File: config.mk
export PLATFORM = sky130hd
export DESIGN_NAME = disp_pixout
export DESIGN_NICKNAME = d
export VERILOG_FILES = /design/src/rtl/disp_pixout.sv
export SDC_FILE = /design/constraint.sdc
export NUM_CORES = 1
export LEC_CHECK = 0
export ABC_CLOCK_PERIOD_IN_PS = 2550
export BUFFER_PORTS_ARGS = -buffer_cell sky130_fd_sc_hd__buf_4
export CELL_PAD_IN_SITES_DETAIL_PLACEMENT = 0
export CELL_PAD_IN_SITES_GLOBAL_PLACEMENT = 1
export CORE_MARGIN = 2
export CORE_UTILIZATION = 25
export DETAILED_ROUTE_END_ITERATION = 12
export PLACE_DENSITY_LB_ADDON = 0.3
export SLEW_MARGIN = 15
export SYNTH_ARGS = -nofsm -noshare
export SYNTH_HDL_FRONTEND = slang
export SYNTH_SLANG_ARGS = --single-unit
File: constraint.sdc
create_clock -name DCLK -period 2.55 [get_ports DCLK]
set_input_delay 0.51 -clock DCLK [delete_from_list [all_inputs] [get_ports DCLK]]
set_output_delay 0.51 -clock DCLK [all_outputs]
set_load 0.02 [all_outputs]
File: src/rtl/disp_pixout.sv
// Pixel output stage behind syncgen: pops RGB from the VRAM read FIFO and drives the panel
// with RGB/DE/HSYNC/VSYNC all delayed two DCLK, blanking the frame on underflow.
module disp_pixout #(
    parameter int unsigned HACT  = 640,
    parameter int unsigned VACT  = 480,
    parameter logic [23:0] BLANK = 24'h000000
) (
    input  logic        DCLK,
    input  logic        DRST,
    input  logic        DISP_ON,
    input  logic        DSP_preDE,
    input  logic        DSP_HSYNC_X,
    input  logic        DSP_VSYNC_X,
    input  logic        VRSTART,
    input  logic [23:0] FIFO_DOUT,
    input  logic        FIFO_EMPTY,
    input  logic        CLR_ERR,
    output logic        FIFO_RD,
    output logic [7:0]  DSP_R,
    output logic [7:0]  DSP_G,
    output logic [7:0]  DSP_B,
    output logic        DSP_DE,
    output logic        DSP_HSYNC_XO,
    output logic        DSP_VSYNC_XO,
    output logic        UNDERFLOW,
    output logic        FRAME_ERR,
    output logic        FRAME_DONE,
    output logic [1:0]  DBG_STATE
);

    localparam logic [19:0] FPIX = 20'(HACT * VACT);

    typedef enum logic [1:0] {
        ST_WAIT    = 2'd0,
        ST_ACTIVE  = 2'd1,
        ST_BLANKED = 2'd2
    } state_t;

    state_t      state_q, state_d;
    logic [19:0] pixcnt_q, pixcnt_d;
    logic        vr_d1_q;
    logic        underflow_q, underflow_d;
    logic        frame_err_q, frame_err_d;
    logic        frame_done_q, frame_done_d;
    logic        de_d1_q, de_d2_q;
    logic        tag_d1_q;
    logic [23:0] rgb_q, rgb_d;
    logic [1:0]  hs_q, vs_q;

    logic        vr_rise;
    logic        rd_en;
    logic [19:0] pixcnt_inc;
    logic        set_uf, set_fe;

    assign vr_rise    = VRSTART & ~vr_d1_q;
    // Reads are suppressed during the reset cycle so a mid-frame reset never pops a word.
    assign rd_en      = (state_q == ST_ACTIVE) & DSP_preDE & ~FIFO_EMPTY & DISP_ON & ~DRST;
    assign pixcnt_inc = pixcnt_q + 20'd1;

    always_comb begin
        state_d      = state_q;
        pixcnt_d     = pixcnt_q;
        set_uf       = 1'b0;
        set_fe       = 1'b0;
        frame_done_d = 1'b0;
        case (state_q)
            ST_WAIT: begin
                if (vr_rise && DISP_ON) begin
                    state_d  = ST_ACTIVE;
                    pixcnt_d = 20'd0;
                end
            end
            ST_ACTIVE: begin
                if (!DISP_ON) begin
                    state_d = ST_WAIT;
                end else begin
                    if (rd_en) begin
                        pixcnt_d = pixcnt_inc;
                    end
                    // Completion outranks an early VRSTART landing on the same cycle.
                    if (DSP_preDE && FIFO_EMPTY) begin
                        set_uf  = 1'b1;
                        state_d = ST_BLANKED;
                    end else if (rd_en && (pixcnt_inc == FPIX)) begin
                        frame_done_d = 1'b1;
                        state_d      = ST_WAIT;
                    end else if (vr_rise) begin
                        set_fe   = 1'b1;
                        pixcnt_d = rd_en ? 20'd1 : 20'd0;
                    end
                end
            end
            ST_BLANKED: begin
                if (!DISP_ON) begin
                    state_d = ST_WAIT;
                end else if (vr_rise) begin
                    state_d  = ST_ACTIVE;
                    pixcnt_d = 20'd0;
                end
            end
            default: begin
                state_d = ST_WAIT;
            end
        endcase
    end

    always_comb begin
        underflow_d = underflow_q;
        frame_err_d = frame_err_q;
        if (set_uf) begin
            underflow_d = 1'b1;
        end else if (CLR_ERR) begin
            underflow_d = 1'b0;
        end
        if (set_fe) begin
            frame_err_d = 1'b1;
        end else if (CLR_ERR) begin
            frame_err_d = 1'b0;
        end
    end

    // FIFO_DOUT is valid the cycle after the pop, so the tag selects data or BLANK one cycle later.
    assign rgb_d = tag_d1_q ? FIFO_DOUT : BLANK;

    always_ff @(posedge DCLK) begin
        if (DRST) begin
            state_q      <= ST_WAIT;
            pixcnt_q     <= 20'd0;
            vr_d1_q      <= 1'b0;
            underflow_q  <= 1'b0;
            frame_err_q  <= 1'b0;
            frame_done_q <= 1'b0;
            de_d1_q      <= 1'b0;
            de_d2_q      <= 1'b0;
            tag_d1_q     <= 1'b0;
            rgb_q        <= BLANK;
            hs_q         <= 2'b11;
            vs_q         <= 2'b11;
        end else begin
            state_q      <= state_d;
            pixcnt_q     <= pixcnt_d;
            vr_d1_q      <= VRSTART;
            underflow_q  <= underflow_d;
            frame_err_q  <= frame_err_d;
            frame_done_q <= frame_done_d;
            de_d1_q      <= DSP_preDE;
            de_d2_q      <= de_d1_q;
            tag_d1_q     <= rd_en;
            rgb_q        <= rgb_d;
            hs_q         <= {hs_q[0], DSP_HSYNC_X};
            vs_q         <= {vs_q[0], DSP_VSYNC_X};
        end
    end

    assign FIFO_RD      = rd_en;
    assign DSP_R        = rgb_q[23:16];
    assign DSP_G        = rgb_q[15:8];
    assign DSP_B        = rgb_q[7:0];
    assign DSP_DE       = de_d2_q;
    assign DSP_HSYNC_XO = hs_q[1];
    assign DSP_VSYNC_XO = vs_q[1];
    assign UNDERFLOW    = underflow_q;
    assign FRAME_ERR    = frame_err_q;
    assign FRAME_DONE   = frame_done_q;
    assign DBG_STATE    = state_q;

endmodule
[Word-level counts from Yosys, hierarchy flattened]
Index checks and enable logic that the tools add are counted.
Word-level totals
  output and inout port bits: 33
  bits of input ports: 33
  word-level logic and storage cells: 73
  register bits after elaboration: 57
Cells by class
  mux-type cells: 29
  eq/ne operators: 9
  reduce and logical (&&, ||, !) cells: 11
  bitwise gates (word level): 11
  add/subtract/negate cells: 1
Operators with widths (count)
  $mux 20: 8
  $pmux 20 s3: 1
  $add 20x1->20 const B: 1
  $eq 20x19->1 const B: 1
  $mux 1: 13
  $mux 2: 6
  $ne 2x2->1 const B: 4
  $not 1->1: 6
  $pmux 2 s3: 1
  $and 1x1->1: 5
  $reduce_and 5->1: 1
  $ne 4x2->1 const B: 1
  $reduce_bool 2->1: 2
  $reduce_or 4->1: 1
  $logic_and 1x1->1: 3
  $ne 3x3->1 const B: 1
  $reduce_and 3->1: 1
  $reduce_bool 3->1: 1
  $eq 2x1->1 const B: 1
  $eq 2x2->1 const B: 1
  $logic_not 2->1: 1
  $reduce_or 2->1: 1

[Depth between registers and ports, before layout]
  depth after elaboration: 11
  depth in mapped cells: 10
  depth with buffers taken out: 9

[Least setup slack after synthesis]
OpenSTA, ideal clock, no wires.
  path type: register -> register
  start point: reg pixcnt_q[0]
  end point: reg pixcnt_q[19]
  path slack: 4 ps
  period minus slack after synthesis: 2546 ps
  data required time: 2478 ps
  buffers on the path: 1
  setup time: 72 ps
  arrival: 2474 ps
  cell stages (with the launch flop): 11
  cells stage by stage: dfxtp_1 ha_1 nand4_1 nor3_1 mux2_2 nor2_1 nand4_4 o31ai_2 buf_6 nand4_1 mux2i_1
Between the ends
  longest elaborated chain between the ends: 7
  elaborated cells between the ends (all ways): 9
  classes of those cells: add/sub: 1; eq/ne: 1; mux: 6; reduce/logical: 1
RTL lines
  from (decl): RTL line 40  | logic [19:0] pixcnt_q, pixcnt_d;
  from (signal assigned): RTL line 141  | pixcnt_q <= pixcnt_d;
  $add 20x1->20 *: RTL line 58  | assign pixcnt_inc = pixcnt_q + 20'd1;
  $eq 20x19->1 / $mux 20 (equally long branches): RTL line 84, 77
  $logic_and 1x1->1 / $mux 20 (equally long branches): RTL line 84, 87
  $mux 20: RTL line 84  | end else if (rd_en && (pixcnt_inc == FPIX)) begin
  $mux 20 *: RTL line 81  | if (DSP_preDE && FIFO_EMPTY) begin
  $mux 20 *: RTL line 74  | if (!DISP_ON) begin
  $pmux 20 s3 *: RTL line 66  | case (state_q)
Every way passes the cells marked *; elsewhere a longest branch is shown, timed or not. The select of a mux whose other input is x is not followed.
A chain may end at the register's enable or synchronous reset.

[Worst setup path in the final report]
  start point: reg pixcnt_q[0]
  end point: reg pixcnt_q[6]
Same word-level chain as after synthesis.

==> results.txt <==
Post-synthesis sequential area ratio: 43.0%
Clock buffer depth: 2
Root Buffer: clkbuf_8
Starting Density: 25.7%
Sequential share of power: 46.6%
Clk_skew: 0.00715 ns
Worst Path Required: 2.81 ns
Final WL: 7320 um
Multi-input logic area: 1470 sq um
CP Buf/Inv Count: 1
Commonest cells after routing, fill and taps aside: 101 x buf_4, 51 x dfxtp_1, 39 x nand2_1
Routed len/inst: 13.3 um
Grt ovf: 0
Max layer used: met4
WS Path Type: flop to flop
Fillers: 1072
H-tree Lvls: 3
Post-synth top area cell: dfxtp_1
Met1 Wirelength: 3440 um
Lkg Pwr: 1.54 nW
Worst hold stages: 2
Switching part of the total: 21.9%
Routed Antenna Nets: 0
Syn Std Cell Area: 2650 sq um
Netlist cell types: 53
CTS Sinks: 57
Slowest CP cell: o31a_1
# diodes: 0
Worst path arrival time: 2.75 ns
Row count: 37
Crit-path max FO: 6
Reg2reg path depth: 10
Status: finished, final reports clean
WL met2: 3110 um
Critical Path, Cell by Cell: ha_4 -> nand4_1 -> buf_4 -> nor3_4 -> nand4_1 -> nand3_2 -> nand4_4 -> o31a_1 -> or3_1 -> o21ai_1
Dpl cell area: 3510 sq um
Nets: 445
Syn-to-layout area delta: 43.7%
Non-filler cells, final: 551
R2r setup slk: 0.06 ns
Largest stage delay on the critical path: 0.43 ns
Minimum clock period: 2.49 ns
Port buffer count: 65
Post-synth top area share: 43.0%
Cts bufs inserted: 9
First-pass GRT wire length: 11800 um
Initial antenna violation count: 0
Reg area: 1160 sq um
CTS tree: done
VDD IR-drop max: 0.196 mV
Syn Nets: 345
CP most frequent cell: nand4_1
Vias in the first global route: 2423
Worst-Margin Slew: 0.366 ns
Met3 WL: 610 um
Max Fclk: 402 MHz
Slew Viols, Final: 0
Dpl ws: -0.00768 ns
Hold Fails Final Rpt: 0
Max Cap Viol: 0
Overall Global Routing Usage: 13.2%
Crit end category: flop
Top_reg_cell synth: dfxtp_1
Final WS setup: 0.0599 ns
Core Region: 10300 sq um
Post-synthesis area per instance: 8.56 sq um
Switching Power: 0.421 mW
Final GP Congestion: 0.864
Clk pwr share: 47.9%
Cell internal pwr: 1.50 mW
Number of synthesized register bits: 57
Total power: 1.92 mW
Post-synth ARST share: 0%
Dpl hpwl: 5350 um
Placed insts: 531
Synth top area cells: dfxtp_1 43%, and2_1 6.1%, nand2_1 5.7%
Vias: 2558
RSZ-0062 raised after global routing: true
Design area: 3810 sq um
Synth Warn #: 0
Clock Latency Late Sink: 0.34 ns
Max-slew headroom: 75.4%
Syn Inst Count: 310
Commonest non-fill, non-tap cell in the layout: buf_4
Clk slew on worst S/H paths: 0.06 ns
Pwr dens: 504 nW/um^2
Worst path depth: 10
I/O pin count: 66
Die Wd: 107 um
Setup TNS: 0 ns
Drt first-iter violations: 105
Worst Setup Start Kind: flop
Post-synth EDFFs: 0
Chip height: 107 um
Hold WC Path Type: input port to flop
Final cycle utilization of the critical path: 97.7%
TritonRoute pass-1 iters: 4
Share of layout cells above drive strength 1: 37.1%
Final setup fails: 0
Largest net degree at the start of global routing: 25
Die ar.: 11500 sq um
Combinational power share: 5.5%
Post-DR vias/cell: 4.64
DRC viols: 0
Largest delay share family, worst path: simple AND/OR/NAND/NOR gates
what timing repair did:
action / 4_1_cts / 5_1_grt
endpoints found under the setup margin: 6 / 21
gates resized for setup: 3 / 16
hold buffers: 0 / 0
buffers inserted: 0 / 4
pin swaps: 0 / 12
final cells by class:
class	instances	share of cell area, %
Clock buffer	11	3.45
Inverter	8	0.788
Tap cell	136	4.46
Timing Repair Buffer	102	20.4
Clock inverter	5	2.10
Multi-Input combinational cell	232	38.5
Sequential cell	57	30.3
worst paths after layout:
check                            from                        to
max reg2reg  pixcnt_q[0]$_SDFFE_PP0P_  pixcnt_q[6]$_SDFFE_PP0P_
min reg2reg        hs_q[0]$_SDFF_PP1_        hs_q[1]$_SDFF_PP1_
min                       DSP_HSYNC_X        hs_q[0]$_SDFF_PP1_
max          pixcnt_q[0]$_SDFFE_PP0P_  pixcnt_q[6]$_SDFFE_PP0P_
synth_stat cells, drive strengths merged (2+ instances only):
library cell	instances
nor4	6
o32a	2
a22o	2
nand2	40
a21oi	9
and2	26
nand3b	3
clkbuf	8
and3	3
nor2b	10
nor3	10
buf	5
a22oi	2
ha	2
nor3b	3
xnor2	2
or2	7
nand4	12
nand2b	3
dfxtp	57
o22ai	6
o31ai	3
or3	7
inv	8
nor2	23
o21ai	24
nand3	13
xor2	2
flip-flops by register name, indices dropped and copies added (netlist names):
signal / count
vr_d1_q: 1
hs_q: 2
pixcnt_q: 20
de_d1_q: 1
FRAME_ERR: 1
tag_d1_q: 1
UNDERFLOW: 1
FRAME_DONE: 1
vs_q: 2
rgb_q: 24
DSP_DE: 1
DBG_STATE: 2
cell families after synthesis:
family / count (synthesis) / share of synthesized area [%]
xor gates and xnor gates: 4 / 1.32
DFF: 57 / 43.0
AOI/OAI and AO/OA: 55 / 13.5
adders and majority gates: 2 / 0.943
muxes: 2 / 0.801
buffers and inverters: 21 / 3.54
and+or+nand+nor: 169 / 36.9
routing by layer:
metal  track usage [%]  vias to the layer above
li1                  -                     1288
met1              17.9                     1160
met2              19.8                       96
met3              4.26                       14
met4              4.45                        0
met5                 0                        -
stage by stage:
| step | utilization, % | hold WS, ns |
|---|---|---|
| 3_3_place_gp | 34.0 | 0.395 |
| 2_1_floorplan | - | 0.389 |
| 4_1_cts | 36.2 | 0.339 |
| 3_5_place_dp | 34.0 | 0.397 |
| 5_1_grt | 36.9 | 0.344 |
| 6_report | 36.9 | 0.357 |
power groups by stage:
stage               Sequential (mW)  Clock, mW  Combinational, mW
finish                        0.896      0.920              0.106
global route                  0.897       1.00              0.117
CTS                           0.899      0.956              0.107
detailed placement            0.920          0              0.106
global placement              0.919          0              0.106
floorplan                     0.924          0             0.0330
Note: power is estimated with default switching activity, not from simulation.
